$ cat config.mk
export PLATFORM = sky130hd
export DESIGN_NAME = zliczanie_bufor_wyj
export DESIGN_NICKNAME = d
export VERILOG_FILES = /design/src/rtl/zliczanie_bufor_wyj.sv
export SDC_FILE = /design/constraint.sdc
export NUM_CORES = 1
export LEC_CHECK = 0
export BUFFER_PORTS_ARGS = -buffer_cell sky130_fd_sc_hd__buf_2
export CORE_MARGIN = 4
export CORE_UTILIZATION = 53
export CTS_CLUSTER_DIAMETER = 200
export CTS_CLUSTER_SIZE = 14
export DETAILED_ROUTE_END_ITERATION = 6
export HOLD_SLACK_MARGIN = 0.12
export PLACE_DENSITY_LB_ADDON = 0.1
export SLEW_MARGIN = 20
export SYNTH_ARGS = -nofsm -noshare
export SYNTH_HDL_FRONTEND = slang
export SYNTH_SLANG_ARGS = --single-unit
$ cat constraint.sdc
create_clock -name i_clk -period 3.4 [get_ports i_clk]
set_clock_uncertainty 0.2 [all_clocks]
set_input_delay 0.34 -clock i_clk [delete_from_list [all_inputs] [get_ports i_clk]]
set_output_delay 0.34 -clock i_clk [all_outputs]
set_load 0.005 [all_outputs]
$ cat src/rtl/zliczanie_bufor_wyj.sv
// ---------------------------------------------------------------------------
// Module : zliczanie_bufor_wyj
// Brief  : 2-entry skid buffer for ones-count results with entry flags and a
//          saturating running sum of all accepted counts.
// Rev    : 1.0 - initial release
// ---------------------------------------------------------------------------
`default_nettype none

module zliczanie_bufor_wyj #(
  parameter int BITS     = 2,
  parameter int SUM_BITS = 8
) (
  input  logic                i_clk,
  input  logic                i_rst,
  input  logic [BITS-1:0]     i_result,
  input  logic                i_valid,
  output logic                o_ready,
  output logic [BITS-1:0]     o_result,
  output logic                o_flag_zero,
  output logic                o_flag_max,
  output logic                o_valid,
  input  logic                i_ready,
  input  logic                i_clear_sum,
  output logic [SUM_BITS-1:0] o_suma,
  output logic                o_sat
);

  localparam int ENTRY_W = BITS + 2;

  typedef enum logic [1:0] {
    S_EMPTY = 2'd0,
    S_ONE   = 2'd1,
    S_TWO   = 2'd2
  } state_t;

  state_t               state_q, state_d;
  logic [ENTRY_W-1:0]   main_q, main_d;
  logic [ENTRY_W-1:0]   skid_q, skid_d;
  logic [SUM_BITS-1:0]  suma_q, suma_d;
  logic                 sat_q, sat_d;

  logic                 w_acc;
  logic                 w_rel;
  logic [ENTRY_W-1:0]   w_entry;
  logic [SUM_BITS:0]    w_base;
  logic [SUM_BITS:0]    w_sum;

  // Entry layout: {result, zero, max}; flags are captured at accept time.
  assign w_entry = {i_result, (i_result == '0), (i_result == '1)};

  assign o_ready     = !i_rst && (state_q != S_TWO);
  assign o_valid     = (state_q != S_EMPTY);
  assign o_result    = main_q[ENTRY_W-1:2];
  assign o_flag_zero = main_q[1];
  assign o_flag_max  = main_q[0];
  assign o_suma      = suma_q;
  assign o_sat       = sat_q;

  assign w_acc = i_valid && o_ready;
  assign w_rel = o_valid && i_ready;

  always_comb begin
    state_d = state_q;
    main_d  = main_q;
    skid_d  = skid_q;
    case (state_q)
      S_EMPTY: begin
        if (w_acc) begin
          state_d = S_ONE;
          main_d  = w_entry;
        end
      end
      S_ONE: begin
        if (w_acc && !w_rel) begin
          state_d = S_TWO;
          skid_d  = w_entry;
        end else if (w_rel && !w_acc) begin
          state_d = S_EMPTY;
        end else if (w_acc && w_rel) begin
          main_d  = w_entry;
        end
      end
      S_TWO: begin
        if (w_rel) begin
          state_d = S_ONE;
          main_d  = skid_q;
        end
      end
      default: state_d = S_EMPTY;
    endcase
  end

  // Clear zeroes the base first so a coincident accept starts from zero.
  always_comb begin
    w_base = i_clear_sum ? '0 : {1'b0, suma_q};
    w_sum  = w_base + {{(SUM_BITS + 1 - BITS){1'b0}}, i_result};
    suma_d = suma_q;
    sat_d  = sat_q;
    if (i_clear_sum) begin
      suma_d = '0;
      sat_d  = 1'b0;
    end
    if (w_acc) begin
      if (w_sum[SUM_BITS]) begin
        suma_d = '1;
        sat_d  = 1'b1;
      end else begin
        suma_d = w_sum[SUM_BITS-1:0];
      end
    end
  end

  always_ff @(posedge i_clk) begin
    if (i_rst) begin
      state_q <= S_EMPTY;
      main_q  <= '0;
      skid_q  <= '0;
      suma_q  <= '0;
      sat_q   <= 1'b0;
    end else begin
      state_q <= state_d;
      main_q  <= main_d;
      skid_q  <= skid_d;
      suma_q  <= suma_d;
      sat_q   <= sat_d;
    end
  end

endmodule

`default_nettype wire

* Word-level counts from Yosys, hierarchy flattened
Index checks and enable logic that the tools add are counted.
** Storage, ports and cells
- Word-level logic and storage cells :: 51
- Output and inout port bits :: 15
- Latch bits :: 0
- Memories kept :: 0
- Register bits after elaboration :: 19
- Memory bits (writable) :: 0
- Bits in read-only memories :: 0
** Cells by class
- Multiply operators :: 0
- Add/sub/neg operators :: 1
- Reductions and logical operators :: 17
- Shift operators :: 0
- Divide/modulo/power cells :: 0
- Magnitude comparators :: 0
- Mux-type cells :: 18
- Equal/unequal tests :: 10
- Bitwise operators :: 0
** Operator list (count)
- two-way mux 8 bit :: 4
- two-way mux 4 bit :: 5
- inequality test 2 bit, second input constant :: 6
- case mux 4 bit (3 select lines) :: 1
- adder 8 x 2 -> 9 bit :: 1
- two-way mux 2 bit :: 4
- logical AND 1 bit :: 6
- case mux 2 bit (3 select lines) :: 1
- AND reduction 6 bit :: 1
- == test 2 bit, second input constant :: 2
- logical NOT 2 bit :: 2
- nonzero test 2 bit :: 2
- logical NOT 1 bit :: 3
- two-way mux 1 bit :: 3
- inequality test 3 bit, second input constant :: 1
- AND reduction 3 bit :: 1
- nonzero test 3 bit :: 1
- == test 2 x 1 -> 1 bit, second input constant :: 1
- AND reduction 2 bit :: 1

* Depth between registers and ports, before layout
Gate-level depths: netlist of run 1.
- Word-level depth :: 8
- Mapped depth :: 10
- Gate-level depth less buffers :: 8

* Least setup slack after synthesis of run 1
OpenSTA, ideal clock, no wires.
- Path type :: register -> register
- Start :: register state_q[0]
- End :: register main_q[3]
- Data arrival time :: 2.047 ns
- Cell stages (with the launch flop) :: 11
- Buffers on the path :: 2
- Path slack :: 1.031 ns
- Clock period less this slack :: 2.369 ns
- Cell sequence :: dfxtp_1 buf_2 nand2b_1 nand3_1 inv_1 ha_1 nor4b_1 and2_1 clkbuf_1 o221ai_1 o311a_1
** Between the ends
- Word-level cells in the longest chain between the ends :: 7
- Elaborated cells on any way between the ends :: 21
- Classes of those cells :: eq/ne (8); mux (1); reduce/logical (12)
** Ends and longest elaborated chain
- from (decl) :: RTL line 36 : state_t state_q, state_d;
- from (signal assigned) :: RTL line 121 : state_q <= state_d;
- inequality test 2 bit :: RTL line 51 : assign o_ready = !i_rst && (state_q != S_TWO);
- logical AND 1 bit :: RTL line 51
- logical AND 1 bit :: RTL line 59 : assign w_acc = i_valid && o_ready;
- logical NOT 1 bit :: RTL line 77 : end else if (w_rel && !w_acc) begin
- logical AND 1 bit :: RTL line 77
- inequality test 2 bit (no source line)
- AND reduction 6 bit (no source line)
- to (signal assigned) :: RTL line 122 : main_q <= main_d;
- to (decl) :: RTL line 37 : logic [ENTRY_W-1:0] main_q, main_d;
Several ways; a longest one is shown, not always the timed one.
A chain may end at the register's enable or synchronous reset.

* Worst setup path in the final report of run 1
- Start :: input i_clear_sum
- End :: register suma_q[4], in the netlist o_suma[4]
** Between the ends
- Word-level cells in the longest chain between the ends :: 4
- Elaborated cells on any way between the ends :: 5
- Classes of those cells :: add/sub (1); mux (3); reduce/logical (1)
** Ends and longest elaborated chain
- from (decl) :: RTL line 23 : input logic i_clear_sum,
- two-way mux 8 bit :: RTL line 95 : w_base = i_clear_sum ? '0 : {1'b0, suma_q};
- adder 8 x 2 -> 9 bit :: RTL line 96 : w_sum = w_base + {{(SUM_BITS + 1 - BITS){1'b0}}, i_result};
- two-way mux 8 bit :: RTL line 104 : if (w_sum[SUM_BITS]) begin
- two-way mux 8 bit :: RTL line 103 : if (w_acc) begin
- to (signal assigned) :: RTL line 124 : suma_q <= suma_d;
- to (decl) :: RTL line 39 : logic [SUM_BITS-1:0] suma_q, suma_d;
Several ways; a longest one is shown, not always the timed one.

==> out/metrics.yaml, run 1 <==
synth_top_area_share_pct: 35.89
startpoint_type: "input port"
cp_max_fo: 7
worst_ep_arrival_time_ns: 2.71
num_vias: 1010
cpMaxStageDelayCell: "dlygate4sd3_1"
coreArea_mm2: 0.001802
dp_hpwl_mm: 1.804
dieHeight_um: 52.72
hold_class: "in -> reg"
required_ns: 3.43
fin_crit_ns: 2.678
fillerInstances: 161
hold_slack_ns: 0.1475
grt_max_degree: 15
post-place-ws_ns: 0.7308
cts-buffers-inserted: 3
p_leak_nw: 0.5441
wire_per_inst_um: 13.93
die_area_mm2: 0.002779
pin_count: 22
switchingPower_mw: 0.1149
rsz0062_at_grt: "false"
antenna_found_initial: 0
cts_tree: "done"
dp.cells: 170
grt_pass1_vias: 919
ant_nets: 0
fmax_ghz: 0.3734
synth_enable_flop_cells: 0
synth.area.top_cells: "dfxtp_1 36%, ha_1 5.9%, nor2_1 5.3%"
stdcell_count: 175
initial_core_util_pct: 58.82
avgSynthCellArea_um2: 8.279
synth_fp_nets: 141
clk_latency_ns: 0.29
drc_errors: 0
drt_iter0_drc: 43
portBuffers: 21
track_usage_pct: 19.88
wl_mm: 2.437
cts.sinks: 19
synth_cell_types: 39
synth.most_common_cell: "dfxtp_1"
clkPwrFrac_pct: 27.4
slew_headroom_pct: 46.67
ys_seq_area_share_pct: 35.89
clockRootBuffer: "clkbuf_4"
grt_pass1_wl_mm: 4.084
synthFlopType: "dfxtp_1"
diodes: 0
gp_congestion: 0.9030
synth_seq_cells: 19
status: "complete, no violations"
die_w_um: 52.72
finalNetCount: 164
combPwrFrac_pct: 15.6
clk_pin_slew_ns: 0.11
yosys.area.top_type: "dfxtp_1"
syn_area_mm2: 0.001060
area_growth_pct: 14.88
cp_slowest_stage_delay_ns: 0.53
drive_above_1_share_pct: 21.33
synthTopCellsByCount: "19 x dfxtp_1, 15 x nor2_1, 14 x nand2_1"
tightest_slew_ns: 0.7982
fin_setup_tns_ns: 0
cts.path.max_buffers: 2
yosysWarnings: 0
dr.pass1.iters: 4
swShare_pct: 27.41
setup_viol: 0
fin_util_pct: 67.57
period_share_pct: 78.77
crit_type: "in -> reg"
finalHoldViolations: 0
routed_via_density: 5.771
maxCapViolCount: 0
syn_inst: 128
num_rows: 15
grt_overflow: 0
ys_async_sr_fraction_pct: 0
crit_buf_inv: 3
setup_ws_ns: 0.7220
h-tree-depth: 1
intPower_mw: 0.3041
ir_drop_mv: 0.2669
path_cells: "dlygate4sd3_1 > buf_2 > nor2b_1 > ha_1 > inv_1 > fa_1 > nor4_1 > mux2_2 > a21oi_1"
end_kind: "register"
path_delay_family: "buffers and inverters"
maxSlewViolCount: 0
p_seq_share_pct: 57.1
power_per_cell_area_mw_per_mm2: 344.1
power groups by stage:
stage          Clock, mW  Combinational [mW]  Sequential, mW
2_1_floorplan          0              0.0402           0.242
3_3_place_gp           0              0.0630           0.243
3_5_place_dp           0              0.0632           0.244
4_1_cts            0.118              0.0648           0.239
5_1_grt            0.127              0.0721           0.241
6_report           0.115              0.0653           0.239
per-stage QoR:
| step | power, mW | area [um^2] |
|---|---|---|
| floorplan | 0.2820 | 1060 |
| global placement | 0.3064 | 1180 |
| detailed placement | 0.3071 | 1180 |
| CTS | 0.4219 | 1217 |
| global route | 0.4395 | 1217 |
| finish | 0.4189 | 1217 |
layer usage:
| layer | up-vias | GRT usage, % | routed length, um |
|---|---|---|---|
| met3 | 2 | 2.564 | 168 |
| met4 | 0 | 6.383 | 17 |
| li1 | 504 | - | - |
| met1 | 457 | 27.68 | 1213 |
| met2 | 47 | 31.40 | 1039 |
| met5 | - | 0 | 0 |
registers in the layout, indices dropped and copies added (netlist names):
register  flops
o_suma        8
main_q        4
state_q       2
skid_q        4
o_sat         1
timing repair:
action,in CTS,in global routing
endpoints found under the hold margin,1,0
resized for setup,0,0
hold buffers,1,0
buffers inserted,0,0
layout make-up:
type / instances / area (um^2) / share of cell area (%)
Clock inverter: 1 / 5.005 / 0.4111
Timing Repair Buffer: 23 / 122.6 / 10.07
Inverter: 8 / 30.03 / 2.467
Tap cell: 25 / 31.28 / 2.569
Multi-Input combinational cell: 96 / 625.6 / 51.39
Clock buffer: 3 / 22.52 / 1.850
Sequential cell: 19 / 380.4 / 31.24
cell families after synthesis:
family                   synth area share, %
multiplexers                           3.070
AO/OA/AOI/OAI                          19.95
XOR/XNOR                              0.8266
AND/OR/NAND/NOR                        27.39
buffers and inverters                  5.077
adder cells (fa/ha/maj)                7.792
flip-flops                             35.89
cells in the final DEF (no fill, tap or decap), drive strengths merged, types with 3 or more instances in the layout:
cell type / netlist / final
nor3: 5 / 5
buf: 2 / 22
clkbuf: 3 / 3
nand2b: 4 / 4
dfxtp: 19 / 19
nor2b: 3 / 3
a31oi: 4 / 4
nor2: 15 / 15
nand2: 14 / 14
a21oi: 11 / 11
ha: 5 / 5
nand3: 3 / 3
inv: 7 / 7
o311a: 3 / 3
tightest hold or removal path, stage by stage:
cell and delay, ns:
buf_2 0.10, o22a_1 0.14, nor2_1 0.04
path summary, 6_finish.rpt:
kind	start	end	slack (ns)	cells after the start
worst min-delay path	i_ready	state_q[1]	0.15	3
worst max register to register	state_q[1]	main_q[3]	0.81	8
worst max-delay path	i_clear_sum	o_suma[4]	0.72	9
worst min register to register	o_sat	o_sat	0.28	2
(Power assumes the default switching activity.)
==> run 2, diff against run 1 <==
==> constraint.sdc (replaced) <==
create_clock -name i_clk -period 2.6 [get_ports i_clk]
set_clock_uncertainty 0.2 [all_clocks]
set_input_delay 0.26 -clock i_clk [delete_from_list [all_inputs] [get_ports i_clk]]
set_output_delay 0.26 -clock i_clk [all_outputs]
set_load 0.005 [all_outputs]
==> run 2 against run 1 <==
  * Routed wire length increased by 2.6%
  * Design area up 4.5%
  * Cell count increased by 3.4%
  * Via count increased by 2.0%
  * Sequential share of layout area decreased by 1.4 points
  * Register-to-register slack lost 0.55 ns
  * Critical endpoint is now o_suma[6]
  * Largest cell class unchanged
==> out/metrics.yaml, run 2 (synthesized netlist as in run 1, its figures left out) <==
hold_slack_ns: 0.1252
portBuffers: 21
clk_pin_slew_ns: 0.10
switchingPower_mw: 0.1493
grt_pass1_vias: 947
drc_errors: 0
h-tree-depth: 1
ir_drop_mv: 0.3746
tightest_slew_ns: 0.4684
status: "complete, no violations"
num_vias: 1030
met1_usage_pct: 31.15
swShare_pct: 26.96
cpMaxStageDelayCell: "dlygate4sd3_1"
p_total_mw: 0.5536
required_ns: 2.60
drt_iter0_drc: 20
cts.path.max_buffers: 2
routed_via_density: 5.691
track_usage_pct: 20.67
use_met2_pct: 28.72
wl_mm: 2.501
diodes: 0
dp.cells: 174
initial_core_util_pct: 58.82
drive_above_1_share_pct: 23.08
period_share_pct: 93.25
grt_pass1_wl_mm: 4.236
coreArea_mm2: 0.001802
final_cell_mix: "21 x buf_2, 19 x dfxtp_1, 15 x nor2_1, 14 x nand2_1, 11 x a21oi_1"
largest_register_ffs: 8
gr-max-usage-layer: "met1"
p_seq_share_pct: 56.5
dp_hpwl_mm: 1.875
maxCapViolCount: 0
cts.sinks: 19
die_area_mm2: 0.002779
clkPwrFrac_pct: 27.1
r2r_cells: 8
ff2ff_setup_slack_ns: 0.26
stdcell_count: 181
worstSetupStartpoint: "i_result[0]"
finalHoldViolations: 0
grt_max_degree: 15
rr_startpoint: "state_q[0]"
maxSlewViolCount: 0
crit_type: "in -> reg"
path_cells: "dlygate4sd3_1 > buf_2 > ha_1 > inv_1 > fa_1 > nor3_1 > and4b_1 > nor3_1"
hold_class: "in -> reg"
clk_latency_ns: 0.30
cts-buffers-inserted: 3
cp_common_cell: "nor3_1"
grtUsageMet3_pct: 2.564
critical_path_depth: 8
gp_congestion: 0.9056
grt_overflow: 0
fmax_ghz: 0.4125
num_rows: 15
combPwrFrac_pct: 16.4
cp_max_fo: 6
area_growth_pct: 20.07
clockRootBuffer: "clkbuf_4"
wire_per_inst_um: 13.82
slew_headroom_pct: 68.53
crit_end: "o_suma[6]"
die_w_um: 52.72
fin_crit_ns: 2.424
fin_setup_tns_ns: 0
fillerInstances: 159
finalNetCount: 170
setup_viol: 0
startpoint_type: "input port"
finalInstanceArea_mm2: 0.001272
p_leak_nw: 0.5701
cts_tree: "done"
rsz0062_at_grt: "false"
dr.pass1.iters: 4
pin_count: 22
ant_nets: 0
cp_slowest_stage_delay_ns: 0.52
r2r_end: "main_q[3]"
layout_commonest_cell: "buf_2"
dieHeight_um: 52.72
worst_ep_arrival_time_ns: 2.42
holdCritStartpoint: "i_result[1]"
antenna_found_initial: 0
intPower_mw: 0.4044
power_per_cell_area_mw_per_mm2: 435.1
crit_buf_inv: 3
path_delay_family: "buffers and inverters"
place_area_mm2: 0.001210
end_kind: "register"
-- run 2: cell count changes in the layout (fill, tap and decap cells not counted), sizes merged --
cell	change
clkinv	-1
dlygate4sd3	+2
clkbuf	+1
buf	+4
-- run 2: power groups by stage --
stage	Clock (mW)	Combinational, mW	Sequential [mW]
final	0.150	0.0908	0.313
after floorplan	0	0.0526	0.316
after detailed placement	0	0.0862	0.319
after global placement	0	0.0846	0.318
after CTS	0.152	0.0904	0.312
after global routing	0.169	0.101	0.314
-- run 2: metal layers --
metal	wire [um]	share of wire, %
met4	44	1.8
met2	1042	42
met5	0	0
met3	144	5.8
met1	1268	51
-- run 2: worst reg2reg max path, stage by stage (launching register included) --
cell and delay, ns:
dfxtp_1 0.47, nand2b_1 0.20, nand3_1 0.11, buf_4 0.17
ha_1 0.19, nor4b_1 0.30, and2_1 0.29, o221ai_1 0.16
o311a_1 0.15
-- run 2: worst min path at each step --
stage	to	slack (ns)	depth (start not counted)
2_1_floorplan	o_suma[4]	0.13	1
3_3_place_gp	o_sat	0.25	2
3_5_place_dp	o_sat	0.26	2
4_1_cts	skid_q[1]	0.13	4
5_1_grt	skid_q[1]	0.13	4
6_report	skid_q[1]	0.13	4
-- run 2: stage by stage --
stage	setup slack, ns	util (%)
finish	0.1756	70.63
floorplan	0.2314	-
global placement	0.2691	67.15
global route	0.02526	70.63
detailed placement	0.1995	67.15
CTS	0.1547	70.28
-- run 2: repair_timing --
action                                  in CTS  in global routing
hold buffers                                 3                  0
buffers inserted                             0                  0
resized for setup                            0                  1
endpoints found under the setup margin       0                  1
endpoints found under the hold margin        3                  0
-- run 2: area by class of cell --
type                       instances  area, um^2  share of cell area (%)
multi-input combinational         96       631.9                   49.66
sequential                        19       380.4                   29.89
timing repair buffer              29       172.7                   13.57
tap                               25       31.28                   2.458
inverter                           8       30.03                   2.360
clock buffer                       4       26.28                   2.065
==> run 3, diff against run 2 <==
--- a/config.mk
+++ b/config.mk
@@ -12,7 +12,8 @@
 export CTS_CLUSTER_SIZE = 14
 export DETAILED_ROUTE_END_ITERATION = 6
 export HOLD_SLACK_MARGIN = 0.12
-export PLACE_DENSITY_LB_ADDON = 0.1
+export PLACE_DENSITY = 0.81
+export RECOVER_POWER = 50
 export SLEW_MARGIN = 20
 export SYNTH_ARGS = -nofsm -noshare
 export SYNTH_HDL_FRONTEND = slang
==> run 3 against run 2 <==
  * Non-clock buffer count is 2 higher
  * Sequential cell count stayed put
  * Global-route usage is 0.37 points lower
  * Critical path depth stayed put
  * Core utilization is 0.28 points higher
  * Critical path type unchanged
  * Highest routed layer unchanged
==> out/metrics.yaml, run 3 (synthesized netlist as in run 1, its figures left out) <==
startpoint_type: "input port"
dp.cells: 174
dr.pass1.iters: 4
power_per_cell_area_mw_per_mm2: 433.7
pin_count: 22
status: "complete, no violations"
switchingPower_mw: 0.1510
diodes: 0
clockRootBuffer: "clkbuf_4"
track_usage_pct: 20.31
coreArea_mm2: 0.001802
dieHeight_um: 52.72
num_vias: 1039
path_cells: "dlygate4sd3_1 > buf_2 > ha_1 > inv_1 > fa_1 > nor4_2 > mux2_2 > a21oi_1"
area_growth_pct: 20.54
maxCapViolCount: 0
grt_pass1_wl_mm: 4.215
cts.path.max_buffers: 2
ant_nets: 0
cts-buffers-inserted: 3
ir_drop_mv: 0.3493
gr-max-usage-layer: "met2"
finalNetCount: 172
cts_tree: "done"
initial_core_util_pct: 58.82
portBuffers: 21
setup_viol: 0
wire_per_inst_um: 14.02
finalHoldViolations: 0
clkPwrFrac_pct: 26.9
num_rows: 15
grt_pass1_vias: 1013
antenna_found_initial: 0
cp_max_fo: 6
r2r_cells: 8
met1_usage_pct: 22.70
fin_setup_tns_ns: 0
worst_ep_arrival_time_ns: 2.50
slew_headroom_pct: 64.53
drc_errors: 0
die_w_um: 52.72
largest_register_ffs: 8
maxSlewViolCount: 0
end_kind: "register"
p_seq_share_pct: 56.3
place_area_mm2: 0.001210
drive_above_1_share_pct: 18.99
r2r_end: "main_q[3]"
die_area_mm2: 0.002779
crit_end: "o_suma[4]"
grtUsageMet3_pct: 5.413
crit_type: "in -> reg"
fin_crit_ns: 2.457
cpMaxStageDelayCell: "dlygate4sd3_1"
drt_iter0_drc: 20
hold_slack_ns: 0.1515
stdcell_count: 183
p_leak_nw: 0.5561
rr_startpoint: "state_q[0]"
combPwrFrac_pct: 16.8
clk_pin_slew_ns: 0.11
layout_commonest_cell: "dfxtp_1"
hold_class: "in -> reg"
worstSetupStartpoint: "i_result[0]"
cp_slowest_stage_delay_ns: 0.52
fmax_ghz: 0.4070
use_met2_pct: 37.19
finalInstanceArea_mm2: 0.001277
dp_hpwl_mm: 1.967
clk_latency_ns: 0.30
period_share_pct: 94.51
wl_mm: 2.565
required_ns: 2.64
routed_via_density: 5.678
cts_setup_buffers: 0
grt_max_degree: 15
swShare_pct: 27.25
cts.sinks: 19
intPower_mw: 0.4030
rsz0062_at_grt: "false"
grt_overflow: 0
final_cell_mix: "19 x dfxtp_1, 16 x buf_2, 15 x nor2_1, 14 x nand2_1, 11 x a21oi_1"
h-tree-depth: 1
ff2ff_setup_slack_ns: 0.23
tightest_slew_ns: 0.5321
gp_congestion: 0.8736
-- run 3: cell types whose count changed in the layout (fill, tap and decap cells not counted) --
cell / change
nor4b_1: +1
clkinv_2: +1
buf_4: -1
clkbuf_1: +5
dlygate4sd3_1: +2
nor4b_2: -1
buf_2: -5
-- run 3: timing repair --
action,4_1_cts,5_1_grt
hold buffers,5,0
hold endpoints to repair,5,0
endpoints found under the setup margin,0,1
gates resized for setup,0,1
-- run 3: layout make-up --
type	instances	area, um^2
clock buffers	3	22.52
flip-flops and latches	19	380.4
multi-input cells	96	625.6
clock inverters	1	5.005
well taps	25	31.28
repair buffers	31	182.7
inverters	8	30.03
fillers	164	524.3
-- run 3: metrics by stage --
stage / setup WS [ns] / utilization, % / power, mW
floorplan: 0.2314 / - / 0.3688
global placement: 0.2448 / 67.15 / 0.4014
detailed placement: 0.1231 / 67.15 / 0.4051
CTS: 0.1372 / 71.46 / 0.5614
global route: 0.02694 / 70.90 / 0.5812
finish: 0.1428 / 70.90 / 0.5540
-- run 3: worst max-delay path, delay by kind of cell --
family | cells | cell delay [ns]
buffers and inverters | 3 | 0.74
and+or+nand+nor | 1 | 0.33
AOI/OAI and AO/OA | 1 | 0.16
adders and majority gates | 2 | 0.64
muxes | 1 | 0.37
-- run 3: worst min-delay path by stage --
stage	from	end	slack [ns]	depth (start not counted)
global placement	o_sat	o_sat	0.25	2
global route	i_result[1]	skid_q[1]	0.17	4
CTS	i_clear_sum	o_sat	0.14	4
detailed placement	o_sat	o_sat	0.26	2
finish	i_clear_sum	o_sat	0.15	4
floorplan	i_clear_sum	o_suma[4]	0.13	1
-- run 3: power by group through the flow --
stage | clock [mW] | sequential, mW | combinational (mW)
final | 0.149 | 0.312 | 0.0929
after global routing | 0.164 | 0.314 | 0.103
after CTS | 0.156 | 0.312 | 0.0935
after detailed placement | 0 | 0.318 | 0.0870
after global placement | 0 | 0.318 | 0.0838
after floorplan | 0 | 0.316 | 0.0526
-- run 3: metal layers --
| metal | wire (um) | vias up |
|---|---|---|
| li1 | - | 516 |
| met1 | 1058 | 478 |
| met2 | 1290 | 41 |
| met3 | 194 | 4 |
| met4 | 22 | 0 |
| met5 | 0 | - |
